### config.mk
export PLATFORM = sky130hd
export DESIGN_NAME = fetch_unit
export DESIGN_NICKNAME = d
export VERILOG_FILES = /design/src/rtl/fetch_pkg.sv /design/src/rtl/fetch_unit_if_id_reg.sv /design/src/rtl/fetch_unit.sv
export SDC_FILE = /design/constraint.sdc
export NUM_CORES = 1
export LEC_CHECK = 0
export CAP_MARGIN = 5
export CORE_MARGIN = 3
export CORE_UTILIZATION = 49
export CTS_CLUSTER_DIAMETER = 40
export CTS_CLUSTER_SIZE = 10
export DETAILED_ROUTE_END_ITERATION = 16
export GPL_ROUTABILITY_DRIVEN = 0
export PLACE_DENSITY = 0.83
export REMOVE_ABC_BUFFERS = 1
export SLEW_MARGIN = 20
export SYNTH_ARGS = -nofsm -noshare
export SYNTH_HDL_FRONTEND = slang
export SYNTH_SLANG_ARGS = --single-unit
### constraint.sdc
create_clock -name clk -period 11 [get_ports clk]
set_input_delay 2.2 -clock clk [delete_from_list [all_inputs] [get_ports clk]]
set_output_delay 2.2 -clock clk [all_outputs]
set_load 0.1 [all_outputs]
### src/rtl/fetch_pkg.sv
// Shared types and constants for the instruction-fetch stage and its IF/ID register.
package fetch_pkg;

    localparam int IF_ADDR_W = 32;
    localparam int IF_DATA_W = 32;

    // addi x0, x0, 0 -- what decode sees whenever IF/ID holds no real instruction
    localparam logic [IF_DATA_W-1:0] NOP = 32'h0000_0013;

    typedef enum logic {
        RUN   = 1'b0,
        FAULT = 1'b1
    } fetch_state_t;

    // IF/ID pipeline register contents, also consumed by the decode stage
    typedef struct packed {
        logic                 valid;
        logic [IF_DATA_W-1:0] instr;
        logic [IF_ADDR_W-1:0] pc;
        logic [IF_ADDR_W-1:0] pc_plus4;
    } if_id_t;

    // Empty-slot value: no valid instruction, NOP in the instruction field
    function automatic if_id_t if_id_empty();
        if_id_t r;
        r.valid    = 1'b0;
        r.instr    = NOP;
        r.pc       = '0;
        r.pc_plus4 = '0;
        return r;
    endfunction

endpackage

### src/rtl/fetch_unit_if_id_reg.sv
// IF/ID pipeline register: load a new fetch, flush to an empty slot, or hold.
module if_id_reg
    import fetch_pkg::*;
(
    input  logic   clk,
    input  logic   reset,
    input  logic   load,
    input  logic   flush,
    input  if_id_t load_data,
    output if_id_t if_id
);

    if_id_t if_id_q;
    if_id_t if_id_d;

    // Flush wins over load; flush empties the slot but leaves the pc fields as they were
    always_comb begin
        if_id_d = if_id_q;
        if (flush) begin
            if_id_d.valid = 1'b0;
            if_id_d.instr = NOP;
        end else if (load) begin
            if_id_d = load_data;
        end
    end

    // Register with asynchronous return to the empty slot
    always_ff @(posedge clk or posedge reset) begin
        if (reset) begin
            if_id_q <= if_id_empty();
        end else begin
            if_id_q <= if_id_d;
        end
    end

    assign if_id = if_id_q;

endmodule

### src/rtl/fetch_unit.sv
// Instruction fetch: owns the PC, addresses the single-cycle ROM and fills IF/ID.
// Faults (misaligned redirect, fetch past the ROM) are sticky until reset.
module fetch_unit
    import fetch_pkg::*;
#(
    parameter int                      ADDR_WIDTH      = 32,
    parameter int                      DATA_WIDTH      = 32,
    parameter int                      MEM_DEPTH_BYTES = 1024,
    parameter logic [ADDR_WIDTH-1:0]   RESET_PC        = 32'h0000_0000
) (
    input  logic                  clk,
    input  logic                  reset,
    output logic [ADDR_WIDTH-1:0] instruction_address,
    input  logic [DATA_WIDTH-1:0] instruction_data,
    input  logic                  stall,
    input  logic                  redirect_valid,
    input  logic [ADDR_WIDTH-1:0] redirect_pc,
    output logic                  if_id_valid,
    output logic [DATA_WIDTH-1:0] if_id_instr,
    output logic [ADDR_WIDTH-1:0] if_id_pc,
    output logic [ADDR_WIDTH-1:0] if_id_pc_plus4,
    output logic                  fetch_fault,
    output logic [31:0]           fetch_count
);

    // Highest word address that still lies fully inside the ROM
    localparam logic [ADDR_WIDTH-1:0] LAST_ADDR = ADDR_WIDTH'(MEM_DEPTH_BYTES - 4);

    fetch_state_t          state_q, state_d;
    logic [ADDR_WIDTH-1:0] pc_q, pc_d;
    logic [31:0]           fetch_count_q, fetch_count_d;
    logic [ADDR_WIDTH-1:0] pc_plus4;
    logic                  if_id_load;
    logic                  if_id_flush;
    if_id_t                if_id_next;
    if_id_t                if_id;

    assign pc_plus4 = pc_q + ADDR_WIDTH'(4);

    // Next PC / state / count and IF/ID control, in redirect > stall > range-check priority
    always_comb begin
        state_d             = state_q;
        pc_d                = pc_q;
        fetch_count_d       = fetch_count_q;
        if_id_load          = 1'b0;
        if_id_flush         = 1'b0;
        if_id_next.valid    = 1'b1;
        if_id_next.instr    = instruction_data;
        if_id_next.pc       = pc_q;
        if_id_next.pc_plus4 = pc_plus4;
        case (state_q)
            RUN: begin
                if (redirect_valid && (redirect_pc[1:0] != 2'b00)) begin
                    state_d     = FAULT;
                    if_id_flush = 1'b1;
                end else if (redirect_valid) begin
                    pc_d        = redirect_pc;
                    if_id_flush = 1'b1;
                end else if (stall) begin
                    // everything holds
                end else if (pc_q > LAST_ADDR) begin
                    state_d     = FAULT;
                    if_id_flush = 1'b1;
                end else begin
                    if_id_load    = 1'b1;
                    pc_d          = pc_plus4;
                    fetch_count_d = fetch_count_q + 32'd1;
                end
            end
            FAULT: begin
                // frozen until reset; keep IF/ID empty
                if_id_flush = 1'b1;
            end
            default: begin
                state_d     = FAULT;
                if_id_flush = 1'b1;
            end
        endcase
    end

    // State, PC and delivery counter registers
    always_ff @(posedge clk or posedge reset) begin
        if (reset) begin
            state_q       <= RUN;
            pc_q          <= RESET_PC;
            fetch_count_q <= '0;
        end else begin
            state_q       <= state_d;
            pc_q          <= pc_d;
            fetch_count_q <= fetch_count_d;
        end
    end

    if_id_reg u_if_id_reg (
        .clk       (clk),
        .reset     (reset),
        .load      (if_id_load),
        .flush     (if_id_flush),
        .load_data (if_id_next),
        .if_id     (if_id)
    );

    assign instruction_address = pc_q;
    assign if_id_valid         = if_id.valid;
    assign if_id_instr         = if_id.instr;
    assign if_id_pc            = if_id.pc;
    assign if_id_pc_plus4      = if_id.pc_plus4;
    assign fetch_fault         = (state_q == FAULT);
    assign fetch_count         = fetch_count_q;

endmodule

**Yosys cells after proc, flatten, opt, wreduce, memory -nomap -nowiden**

Index checks and enable logic that the tools add are counted.

- Register bits: 162
- Input port bits: 68

- $add $sub $neg: 2
- Order comparisons: 1
- Eq/ne operators: 2
- Mux-type cells: 18
- Bitwise operators: 6
- Reductions and logical operators: 6

Operators by type and width:

| kind | number |
|---|---|
| 2-to-1 mux 97 bit | 1 |
| 2-to-1 mux 32 bit | 3 |
| 2-to-1 mux 33 bit | 1 |
| adder 32 x 1 -> 32 bit (second input constant) | 1 |
| adder 32 x 3 -> 32 bit (second input constant) | 1 |
| greater-than comparator 32 x 10 -> 1 bit (second input constant) | 1 |
| 2-to-1 mux 1 bit | 12 |
| inverter 1 bit | 6 |
| AND reduction 5 bit | 1 |
| AND reduction 4 bit | 1 |
| nonzero test 2 bit | 2 |
| != test 2 x 1 -> 1 bit (second input constant) | 1 |
| != test 2 bit (second input constant) | 1 |
| one-hot mux 1 bit (2 select lines) | 1 |
| AND reduction 2 bit | 1 |
| logical AND 1 bit | 1 |

**Longest topological paths before layout**

Gate-level depths: netlist of run 1.

- Word-level depth: 8
- Gate-level depth with buffers: 8

**Hierarchy**

From an unflattened synthesis of run 1, not the netlist that was laid out.

- Cell total of the unflattened synthesis: 647
- Area total of the unflattened synthesis: 7,772.5 µm²

By module, submodules not included:

| module | instances | cells each | area an instance (µm²) |
|---|---|---|---|
| if_id_reg | 1 | 244 | 4,032.6 |
| fetch_unit | 1 | 403 | 3,739.8 |

**Least setup slack after synthesis of run 1**

Ideal clock, no wire load.

- Path kind: input to register
- Start: in redirect_valid
- End: reg pc_q[31] (netlist: instruction_address[31])
- Library setup time: 166 ps
- Arrival time: 3,598 ps
- Required time: 10,834 ps
- Path slack: 7,236 ps
- Cell stages on the path: 7
- Path buffers: 3
- Path through: clkbuf_1 > inv_2 > or4_1 > clkbuf_1 > buf_1 > nand2_1 > o211ai_1

- Cells in the longest elaborated chain, start to end: 3

Ends and longest elaborated chain:

| what | RTL line | RTL |
|---|---|---|
| start, declared | fetch_unit.sv:16 | `input logic redirect_valid,` |
| parallel branches: the longest is 3 deep, another holds AND reduction 4 bit | - |  |
| end signal, assigned | fetch_unit.sv:89 | `pc_q <= pc_d;` |
| end, declared | fetch_unit.sv:30 | `logic [ADDR_WIDTH-1:0] pc_q, pc_d;` |

Several ways; the timed one is not identified.
A chain may end at the register's enable or synchronous reset.

**Final worst setup path of run 1**

- Start: in redirect_valid
- End: reg pc_q[9] (netlist: instruction_address[9])

The elaborated chain is that of the path after synthesis.

==> results.toml, run 1 <==
[clocking]
numClockSinks = 160
cts_resized = 0
clock_latency_ns = 0.42
h-tree-depth = 4
postCtsSetupRepairBufs = 0
clockBufferDepth = 2
clock-root-buffer = "clkbuf_16"
ctsHoldBuffers = 0
cts_buffers = 17
path_clk_slew_ns = 0.06
tritoncts = "built"

[layout]
diodes = 0
largest_reg_flops = 95
post-route-util = 0.741
area_growth_pct = 44.3
num-fill-cells = 877
nets = 875
drive_above_1_share = 0.0587

[timing]
tightest_slew_ns = 1.04
hold_slack_ns = 0.473
fin_crit_sh = 0.408
period_minus_slack_ns = 4.48
max_slew_margin = 0.303
setup_tns_ns = 0
worst_slack_ns = 6.52
rsz0062_at_grt = "no"
clock.fmax_mhz = 223
finClkSkew_ns = 0.00802
slew_violations = 0
timing_hold_violations_final = 0
final-setup-viol-count = 0

[synth]
yosysTopAreaCell = "dfrtp_1"
synth-compound-area-share = 0.0999
synth_edf_count = 0
synth_top_area_share = 0.592
synthMuxAreaShare = 0.00302
yosys_warnings = 0
synth_fa_ha_area_frac = 0.00377
synth_cells = 594
synth_area_um2 = 6640
synth-seq-cells = 160
synthFlopType = "dfrtp_1"
async_flop_share = 1.00
syn_avg_cell_area_um2 = 11.2
yosys-top-cells-count = "dfrtp_1 (157), nand2_1 (62), and2_1 (49)"
synth-xor-area-share = 0.0502
synth_cell_types = 48
synth_area_leaders = "dfrtp_1 (59%), and2_1 (4.6%), a22o_1 (3.8%)"
synth_top_family_by_area = "simple AND/OR/NAND/NOR gates"
synth-simple-area-share = 0.206
yosys.cell_count.top_type = "dfrtp_1"
yosysSeqAreaShare = 0.604

[die]
rows = 41
design.core.area_um2 = 12900
die_area_um2 = 15000
die_y_um = 122
start_util = 0.513
dieWidth_um = 122
ios = 230

[global_routing]
grt_pass1_wl_um = 29200
grt_pass1_vias = 5600
antenna_found_initial = 0
grt-ovfl-total = 0
grt_max_degree = 92
track_usage = 0.251

[drt]
firstDrtPassIters = 5
drt-vias-per-instance = 5.53
totalWireLength_um = 18100
ant_nets = 0
drt_drc_violations_left = 0
via_count = 5472
wl_per_cell_um = 18.3
drt_iter0_drc = 441

[flow_run]
cap_viol_max_count = 0

[placement]
pre_cts_ws_ns = 5.91
portBuffers = 229
dp_hpwl_um = 12800

[power]
leakage_nw = 4.26
power_density_nw_per_um2 = 133
power_mw = 1.27
ir_drop_mv = 0.0948

[worst_setup_path]
crit_arrival_ns = 4.79
required_ns = 11.31
critical_path.startpoint_type = "input pin"
worstPathMaxFanout = 89
cp-end-kind = "flip-flop"
crit_type = "in -> reg"

[min_path]
min_path_type = "reg -> reg"

[outcome]
status = "complete, no violations"
placed cells by master, fill, tap and decap left out, types with 4 or more instances in the layout:
cell,instances
clkbuf_16,17
o21ai_0,11
a21oi_1,10
a22o_1,29
nand4_1,18
nor3_1,13
nor4_2,4
dfrtp_1,157
nand2_1,62
and3_1,16
nor2b_1,4
inv_1,6
nor4_1,11
nand3_1,46
o22ai_1,7
clkinv_2,4
nor2_1,14
o21ai_1,13
a22oi_1,4
o211ai_1,5
clkdlybuf4s50_1,229
and2_1,49
xor2_1,13
xnor2_1,25
kinds of logic (layout without fill, tap and decap cells):
logic type,after synthesis,count (layout)
simple gates,249,249
xor+xnor,38,38
buf+inv,49,273
mux,2,2
fa+ha+maj,2,2
flops,160,160
compound gates,94,94
worst max-delay path: stages:
cell and delay, ns:
clkdlybuf4s50_1 0.45, buf_4 0.28, nor3_1 0.15, nand4_4 0.19, buf_4 0.66, nand2_1 0.48, a221oi_1 0.37
layer usage:
metal / vias to the layer above / routed length, µm / track usage / part of all wire
li1: 2518 / - / - / -
met1: 2660 / 7760 / 0.341 / 0.43
met2: 263 / 8770 / 0.403 / 0.48
met3: 31 / 1250 / 0.0599 / 0.069
met4: 0 / 337 / 0.0784 / 0.019
met5: - / 0 / 0 / 0
area by class of cell:
cell class	instances	area, µm²	share of cell area
inverters	8	35.0	0.00366
flip-flops and latches	160	4010	0.418
repair buffers	233	2330	0.243
clock inverters	10	111	0.0116
multi-input cells	385	2420	0.252
well taps	172	215	0.0225
clock buffers	22	464	0.0485
per-stage QoR:
stage                     instances  cell area [µm²]
after global placement          958             9000
after global routing            990             9580
after detailed placement        958             9000
final                           990             9580
after floorplan                 553             6440
after CTS                       990             9570
power breakdown:
group | switching [mW] | internal [mW] | leakage, nW | total (mW)
clock network | 0.228 | 0.345 | 0.276 | 0.573
registers | 0.00707 | 0.594 | 2.15 | 0.601
logic | 0.0647 | 0.0366 | 1.83 | 0.101
total | 0.300 | 0.975 | 4.26 | 1.27
path summary, 6_finish.rpt:
path,from,end,slack (ns),depth (start not counted)
worst max-delay path,redirect_valid,instruction_address[9],6.52,7
worst min-delay path,u_if_id_reg.if_id[35],u_if_id_reg.if_id[35],0.47,2
worst max register to register,instruction_address[2],instruction_address[9],7.76,7
worst min register to register,u_if_id_reg.if_id[35],u_if_id_reg.if_id[35],0.47,2
max in group asynchronous,reset,instruction_address[22],7.52,3
min in group asynchronous,reset,u_if_id_reg.if_id[19],2.25,2
No activity file was read; power rests on OpenSTA's default activity.
==> inputs of run 2 (changes only) <==
- CORE_UTILIZATION: 49 -> 45
- PLACE_DENSITY: 0.83 -> 0.77
- clock period: 11 -> 4.7 ns (I/O delays scaled with it)
==> run 2 against run 1 <==
Global-route usage is 2.4 points lower. First-iteration DRC count increased by 3.4%. Wire length shrank 0.14%. Core utilization decreased by 5.8 points. Critical path depth is 2 lower. Register-to-register slack got worse by 5.8 ns. Combinational power rose by 130%. Flip-flop and latch count is the same. Final cell count rose by 0.81%. Non-clock buffer count grew 2. Cell area rose by 0.90%. Clock power rose to 2.6 times the previous value. Critical endpoint is now instruction_address[5].
==> results.toml, run 2 (synthesis gave the netlist of run 1 again) <==
[drt]
drt_iter0_drc = 456
drt_drc_violations_left = 0
via_count = 5456
ant_nets = 0
firstDrtPassIters = 5
totalWireLength_um = 18100
drt-vias-per-instance = 5.47
wl_per_cell_um = 18.1

[timing]
clock.fmax_mhz = 293
fin_crit_sh = 0.725
finClkSkew_ns = 0.0103
rsz0062_at_grt = "no"
max_slew_margin = 0.295
tightest_slew_ns = 1.05
setup_tns_ns = 0
period_minus_slack_ns = 3.41
timing_hold_violations_final = 0
slew_violations = 0
final-setup-viol-count = 0

[clocking]
h-tree-depth = 4
postCtsSetupRepairBufs = 0
cts_buffers = 17
clock-root-buffer = "clkbuf_16"
numClockSinks = 160
path_clk_slew_ns = 0.06
ctsHoldBuffers = 0
tritoncts = "built"
clock_latency_ns = 0.43
cts_resized = 0
clockBufferDepth = 2

[worst_setup_path]
cp.depth = 5
crit_arrival_ns = 3.69
critPathBufInv = 2
r2r_slack_ns = 1.96
worstPathMaxFanout = 28
crit_type = "in -> reg"
max_stage_delay_ns = 0.92
crit_path_end = "instruction_address[5]"
cp_cell_sequence = "clkdlybuf4s50_1, inv_2, or4_1, nand2_1, a22oi_1"
required_ns = 4.98
path_delay_family = "simple AND/OR/NAND/NOR gates"
critical_path.startpoint_type = "input pin"
r2r_cells = 6
cp-end-kind = "flip-flop"
worstReg2RegEnd = "u_if_id_reg.if_id[74]"
crit_path_start = "redirect_valid"
rr_startpoint = "instruction_address[2]"
slowest_stage = "or4_1"

[global_routing]
grt_max_degree = 104
track_usage = 0.227
grt-ovfl-total = 0
grt_pass1_wl_um = 29200
antenna_found_initial = 0
grt_pass1_vias = 5445

[power]
power_density_nw_per_um2 = 325
ir_drop_mv = 0.270
leakage_nw = 4.31
power_mw = 3.14

[layout]
diodes = 0
area_growth_pct = 45.6
drive_above_1_share = 0.0611
largest_reg_flops = 95
layout_commonest_cell = "clkdlybuf4s50_1"
stdcell_count = 998
post-route-util = 0.683
nets = 877
layout_common_cells = "clkdlybuf4s50_1 (229), dfrtp_1 (157), nand2_1 (62)"

[placement]
placed_cells = 968
portBuffers = 229
dp_hpwl_um = 12800

[die]
die_y_um = 127
ios = 230
design.core.area_um2 = 14100
rows = 43
start_util = 0.469
dieWidth_um = 127
die_area_um2 = 16200

[outcome]
status = "complete, no violations"

[flow_run]
cap_viol_max_count = 0

[min_path]
min_path_type = "reg -> reg"
whs_path_depth = 2
-- run 2: how the worst min path moves through the flow --
stage                     startpoint  slack (ns)                     to
6_report        u_if_id_reg.if_id[3]        0.47   u_if_id_reg.if_id[3]
5_1_grt         u_if_id_reg.if_id[3]        0.50   u_if_id_reg.if_id[3]
4_1_cts         u_if_id_reg.if_id[3]        0.48   u_if_id_reg.if_id[3]
3_5_place_dp   u_if_id_reg.if_id[34]        0.47  u_if_id_reg.if_id[34]
3_3_place_gp   u_if_id_reg.if_id[35]        0.46  u_if_id_reg.if_id[35]
2_1_floorplan  u_if_id_reg.if_id[64]        0.75  u_if_id_reg.if_id[64]
-- run 2: metrics by stage --
stage                     setup WS, ns  hold WS [ns]  instance area [µm²]
after floorplan                 -0.555         0.746                 6440
after global placement            1.01         0.462                 9020
after detailed placement         0.889         0.465                 9020
after CTS                         1.36         0.477                 9660
after global routing              1.10         0.496                 9660
final                             1.29         0.471                 9660
-- run 2: tightest hold or removal path, delay by kind of cell (launching register included) --
family | cells | cell delay (ns)
simple gates | 2 | 0.11
flops | 1 | 0.34
-- run 2: layout make-up --
class	instances	area, µm²
inverters	8	35.0
multi-input cells	385	2420
flip-flops and latches	160	4010
well taps	180	225
fillers	1056	4490
repair buffers	235	2340
clock inverters	10	185
clock buffers	20	457
-- run 2: routing by layer --
| metal | vias up | wire length (µm) | GRT usage |
|---|---|---|---|
| met5 | - | 0 | 0 |
| met4 | 0 | 332 | 0.0713 |
| met3 | 27 | 1400 | 0.0661 |
| met2 | 244 | 8620 | 0.354 |
| met1 | 2666 | 7730 | 0.308 |
| li1 | 2519 | - | - |
-- run 2: report_power, final --
part	internal (mW)	leakage [nW]	switching (mW)
logic	0.0857	1.84	0.150
clock network	0.964	0.312	0.533
registers	1.39	2.15	0.0169
total	2.44	4.31	0.700
